**src/rtl/demux_pkg.sv**
```systemverilog
// Shared types and constants for the 1-to-N stream demultiplexer.
package demux_pkg;

  typedef enum logic [1:0] {
    IDLE  = 2'd0,
    ROUTE = 2'd1,
    DROP  = 2'd2
  } state_t;

  localparam int DROP_CNT_W = 8;

endpackage

```
**src/rtl/stream_reg_slot.sv**
```systemverilog
// One-entry registered output slot; a load in the same cycle as a drain
// keeps the slot full so a streaming consumer sees no bubble.
module stream_reg_slot #(
  parameter int WIDTH = 8
) (
  input  logic             clk,
  input  logic             rst,
  input  logic             load,
  input  logic [WIDTH-1:0] load_data,
  input  logic             load_last,
  input  logic             ready,
  output logic             valid,
  output logic [WIDTH-1:0] data,
  output logic             last
);

  logic [WIDTH:0] store;

  assign data = store[WIDTH-1:0];
  assign last = store[WIDTH];

  // Slot occupancy and payload; payload only changes on load so it holds under stall.
  always_ff @(posedge clk) begin
    if (rst) begin
      valid <= 1'b0;
      store <= '0;
    end else if (load) begin
      valid <= 1'b1;
      store <= {load_last, load_data};
    end else if (valid && ready) begin
      valid <= 1'b0;
    end
  end

endmodule

```
**src/rtl/demux1ton_stream.sv**
```systemverilog
// Registered 1-to-N stream demultiplexer: steers each packet to the port
// chosen on its first beat, and discards packets whose select is out of range.
module demux1ton_stream
  import demux_pkg::*;
#(
  parameter int N     = 5,
  parameter int WIDTH = 8,
  parameter int SELW  = $clog2(N)
) (
  input  logic                          clk,
  input  logic                          rst,
  input  logic                          in_valid,
  output logic                          in_ready,
  input  logic [WIDTH-1:0]              in_data,
  input  logic [SELW-1:0]               in_sel,
  input  logic                          in_last,
  output logic [N-1:0]                  out_valid,
  input  logic [N-1:0]                  out_ready,
  output logic [N-1:0][WIDTH-1:0]       out_data,
  output logic [N-1:0]                  out_last,
  output logic                          drop_err,
  output logic [DROP_CNT_W-1:0]         drop_count
);

  localparam int                    SELS    = 1 << SELW;
  localparam logic [SELW:0]         N_LIM   = (SELW+1)'(N);
  localparam logic [DROP_CNT_W-1:0] CNT_MAX = {DROP_CNT_W{1'b1}};
  localparam logic [DROP_CNT_W-1:0] CNT_ONE = DROP_CNT_W'(1);

  state_t          state;
  logic [SELW-1:0] dest;
  logic [SELW-1:0] cur_dest;
  logic            sel_ok;
  logic            in_range;
  logic            accept;
  logic            drop_done;
  logic [SELS-1:0] slot_free;
  logic [N-1:0]    load;

  // Handshake and steering: the destination is in_sel on a first beat, the latched dest afterwards.
  always_comb begin
    slot_free = '0;
    for (int k = 0; k < N; k++) begin
      slot_free[k] = ~out_valid[k] | out_ready[k];
    end
    sel_ok = ({1'b0, in_sel} < N_LIM);
    if (state == ROUTE) begin
      cur_dest = dest;
      in_range = 1'b1;
    end else begin
      cur_dest = in_sel;
      in_range = sel_ok && (state == IDLE);
    end
    in_ready  = (state == DROP) || ((state == IDLE) && !sel_ok) ||
                (in_range && slot_free[cur_dest]);
    accept    = in_valid && in_ready;
    drop_done = accept && in_last && ((state == DROP) || ((state == IDLE) && !sel_ok));
    for (int k = 0; k < N; k++) begin
      load[k] = accept && in_range && (cur_dest == SELW'(k));
    end
  end

  // Packet FSM, destination latch and saturating drop statistics.
  always_ff @(posedge clk) begin
    if (rst) begin
      state      <= IDLE;
      dest       <= '0;
      drop_err   <= 1'b0;
      drop_count <= '0;
    end else begin
      drop_err <= drop_done;
      if (drop_done && (drop_count != CNT_MAX)) begin
        drop_count <= drop_count + CNT_ONE;
      end
      case (state)
        IDLE: begin
          if (accept && !in_last) begin
            if (sel_ok) begin
              dest  <= in_sel;
              state <= ROUTE;
            end else begin
              state <= DROP;
            end
          end
        end
        ROUTE: begin
          if (accept && in_last) begin
            state <= IDLE;
          end
        end
        DROP: begin
          if (accept && in_last) begin
            state <= IDLE;
          end
        end
        default: state <= IDLE;
      endcase
    end
  end

  for (genvar k = 0; k < N; k++) begin : g_slot
    stream_reg_slot #(
      .WIDTH (WIDTH)
    ) u_slot (
      .clk       (clk),
      .rst       (rst),
      .load      (load[k]),
      .load_data (in_data),
      .load_last (in_last),
      .ready     (out_ready[k]),
      .valid     (out_valid[k]),
      .data      (out_data[k]),
      .last      (out_last[k])
    );
  end

endmodule

```
**config.mk**
```make
export PLATFORM = sky130hd
export DESIGN_NAME = demux1ton_stream
export DESIGN_NICKNAME = d
export VERILOG_FILES = /design/src/rtl/demux_pkg.sv /design/src/rtl/stream_reg_slot.sv /design/src/rtl/demux1ton_stream.sv
export SDC_FILE = /design/constraint.sdc
export NUM_CORES = 1
export LEC_CHECK = 0
export ABC_AREA = 0
export BUFFER_PORTS_ARGS = -buffer_cell sky130_fd_sc_hd__buf_2
export CAP_MARGIN = 30
export CORE_UTILIZATION = 58
export CTS_BUF_LIST = sky130_fd_sc_hd__clkbuf_8
export CTS_CLUSTER_SIZE = 14
export DETAILED_ROUTE_END_ITERATION = 10
export PLACE_DENSITY = 0.94
export RECOVER_POWER = 100
export SYNTH_ARGS = -nofsm -noshare
export SYNTH_HDL_FRONTEND = slang
export SYNTH_SLANG_ARGS = --single-unit
```
**constraint.sdc**
```tcl
create_clock -name clk -period 3.65 [get_ports clk]
set_input_delay 0 -clock clk [delete_from_list [all_inputs] [get_ports clk]]
set_output_delay 0 -clock clk [all_outputs]
set_load 0.01 [all_outputs]
```
==> impl_results.md <==
* Outcome: finished, final reports clean
* Pwr per Cell Area at 469 nW/µm²
* Req. time, crit path at 3.89 ns
* Routed Antenna Nets at 0
* Hold-fix buffers, CTS at 14
* Hold Crit Start: in_sel[0]
* RSZ-0062 raised after global routing: no
* Worst Path Max Fanout at 10
* Worst-path clk slew at 0.08 ns
* Pin count of the biggest net entering global routing at 46
* Area growth syn-to-layout at 21.7%
* Die Wd at 72.1 µm
* Worst hold path depth at 3
* Final setup vio count at 0
* Die ar. at 5200 µm²
* CTS sink cnt at 64
* Synth Register Bits at 64
* Largest family of logic cells by synthesized area: simple AND/OR/NAND/NOR gates
* First DRT Iteration DRCs at 230
* Rel. slew slack at 25.9%
* FF-to-FF setup slack at 0.58 ns
* CORE AREA at 4720 µm²
* Row cnt at 25
* LEAKAGE at 1.22 nW
* Mean area per synthesized cell at 9.38 µm²
* Synthesized cell area at 2850 µm²
* Number of flops mapped to enable cells by yosys at 0
* Startpoint type of the worst setup path: register
* Most frequent cells in the layout: dfxtp_1, clkbuf_1, nor2_1, mux2i_1, buf_2
* Top post-synthesis cells by area: dfxtp_1, mux2i_1, nor2_1, buf_4, a21oi_1
* Die height at 72.1 µm
* Synth Area in XOR/XNOR at 1.54%
* Placed cell area at 3230 µm²
* Compound-cell area share of the yosys netlist at 8.56%
* Post-CTS setup buffer count at 0
* Mux contribution to synthesized area at 16.8%
* Synth Area in Simple Gates at 20.2%
* Post-synthesis async set-or-reset flop share at 0%
* Post-synthesis sequential area ratio at 44.9%
* FMAX at 326 MHz
* RR Startpoint: state[1]
* Non-Filler Instances at 459
* DRC Markers at 0
* CTS max path bufs at 2
* Gp weighted congestion at 0.906
* CP arrival at 3.31 ns
* Fin area at 3470 µm²
* R2R Path End: g_slot[3].u_slot.store[3]
* Initial Util at 60.4%
* Nets at 411
* # IOs at 80
* Final Hold Viols at 0
* Grt ovf at 0
* Max-Cap Viols at 0
* Final Skew at 0.0150 ns
* Tightest Pin Transition at 1.10 ns
* Total iterations of the first detailed-routing run at 4
* Skew-Pair Late Insertion Delay at 0.35 ns
* Post-route clock period utilization at 84.1%
* Worst Hold Class: in -> reg
* CTS tree: done
* Commonest non-fill, non-tap cell in the layout: dfxtp_1
* Post-Route WL at 7.53 mm
* Ys Warns at 0
* Synth top area share at 44.9%
* Post-Syn Instances at 304
* Final max-slew violation count at 0
* Number of instances in the placed design at 428
* Cell variety after synth at 43
* Initial antenna violation count at 0
* Adder-cell share of the synthesized area at 1.76%
* Dpl hpwl at 4.73 mm
* FF-to-FF path depth at 8
* PostCTS Resize Cnt at 0
* Root cell of the clock tree: clkbuf_8
* Total Routing Usage GR at 29.3%
* Peak supply drop at 284 µV
* Wire per inst at 16.4 µm
* Mapped Nets at 328
* Antenna diodes at 0
* TritonCTS buffer count at 9
* Crit path kind: reg -> reg
* Post-DR vias/cell at 5.59
* Fin Setup TNS at 0 ns
* Vias in the first global route at 2,384
* Layout cell share with drive strength beyond 1 at 11.7%
* Synth area leader: dfxtp_1
* Fin Hold WS at 0.00740 ns
* Hold Path Sink: dest[0]
* Main flop type after synthesis: dfxtp_1
* CP endpoint kind: register
* H-tree Lvls at 3
* First-pass GRT wire length at 11.4 mm
* Port buffer count at 79
* Min cycle time layout at 3.07 ns
* Vias at 2,567
## metal layers
metal  share of wire (%)  wire (µm)  track usage [%]
met2                  49       3680             47.5
met3                 7.9        597             8.33
met4                 2.4        183             14.6
met1                  41       3080             35.7
met5                   0          0                0
## worst max path at each step
stage	cells after the start	slack (ns)	endpoint	startpoint
final	8	0.58	g_slot[3].u_slot.store[3]	state[1]
after global routing	8	0.39	g_slot[3].u_slot.store[3]	state[1]
after CTS	7	0.86	g_slot[1].u_slot.store[4]	state[1]
after detailed placement	7	0.94	g_slot[1].u_slot.store[2]	state[1]
after global placement	7	1.00	g_slot[1].u_slot.store[3]	state[1]
after floorplan	8	1.63	dest[0]	state[1]
## cell usage after synthesis (2+ instances only)
cell,n
dfxtp_1,64
nor2_1,59
mux2i_1,43
a21oi_1,14
buf_4,13
nand2_1,11
nand3_1,11
o21ai_0,11
nand2b_1,10
clkbuf_1,9
inv_1,6
nor3_1,5
xnor2_1,5
ha_1,4
nor2b_1,4
nor4_1,4
a211oi_1,3
nor3b_2,2
o211a_2,2
## where the power goes
part	switching (mW)	internal [mW]
clock	0.282	0.401
sequential	0.0131	0.719
combinational	0.130	0.0810
total	0.425	1.20
## cells by family (layout without fill, tap and decap cells)
logic type / count (synthesis) / after routing
adders and majority gates: 4 / 4
muxes: 46 / 46
DFF: 64 / 64
AOI/OAI and AO/OA: 39 / 39
xor gates and xnor gates: 5 / 5
and+or+nand+nor: 115 / 115
buffers and inverters: 31 / 119
## sequential cells by signal, summed over array words and instances, names as in the netlist
| register | flops |
|---|---|
| drop_err | 1 |
| g_slot.u_slot.valid | 5 |
| state | 2 |
| drop_count | 8 |
| dest | 3 |
| g_slot.u_slot.store | 45 |
## critical path, stage by stage (launching register included)
cell and delay, ns:
dfxtp_1 0.32, inv_1 0.09, ha_1 0.43, nor2b_1 0.25
o21ai_0 0.29, a2111oi_2 0.70, clkbuf_1 0.54, mux2i_1 0.30
nor2_1 0.06
## area by class of cell
class | instances | area [µm²]
inverter | 6 | 22.5
clock inverter | 6 | 82.6
sequential | 64 | 1280
timing repair buffer | 97 | 492
tap | 67 | 83.8
fill | 358 | 1250
multi-input combinational | 209 | 1370
clock buffer | 10 | 138
## per-stage QoR
stage                     utilization (%)  worst slack (ns)  power (mW)
after floorplan                         -              1.63       0.884
after global placement               68.0              1.00       0.937
after detailed placement             68.4             0.938       0.948
after CTS                            76.1             0.862        1.62
after global routing                 73.5             0.385        1.67
final                                73.5             0.580        1.63
Power figures use the tool's default switching activity.
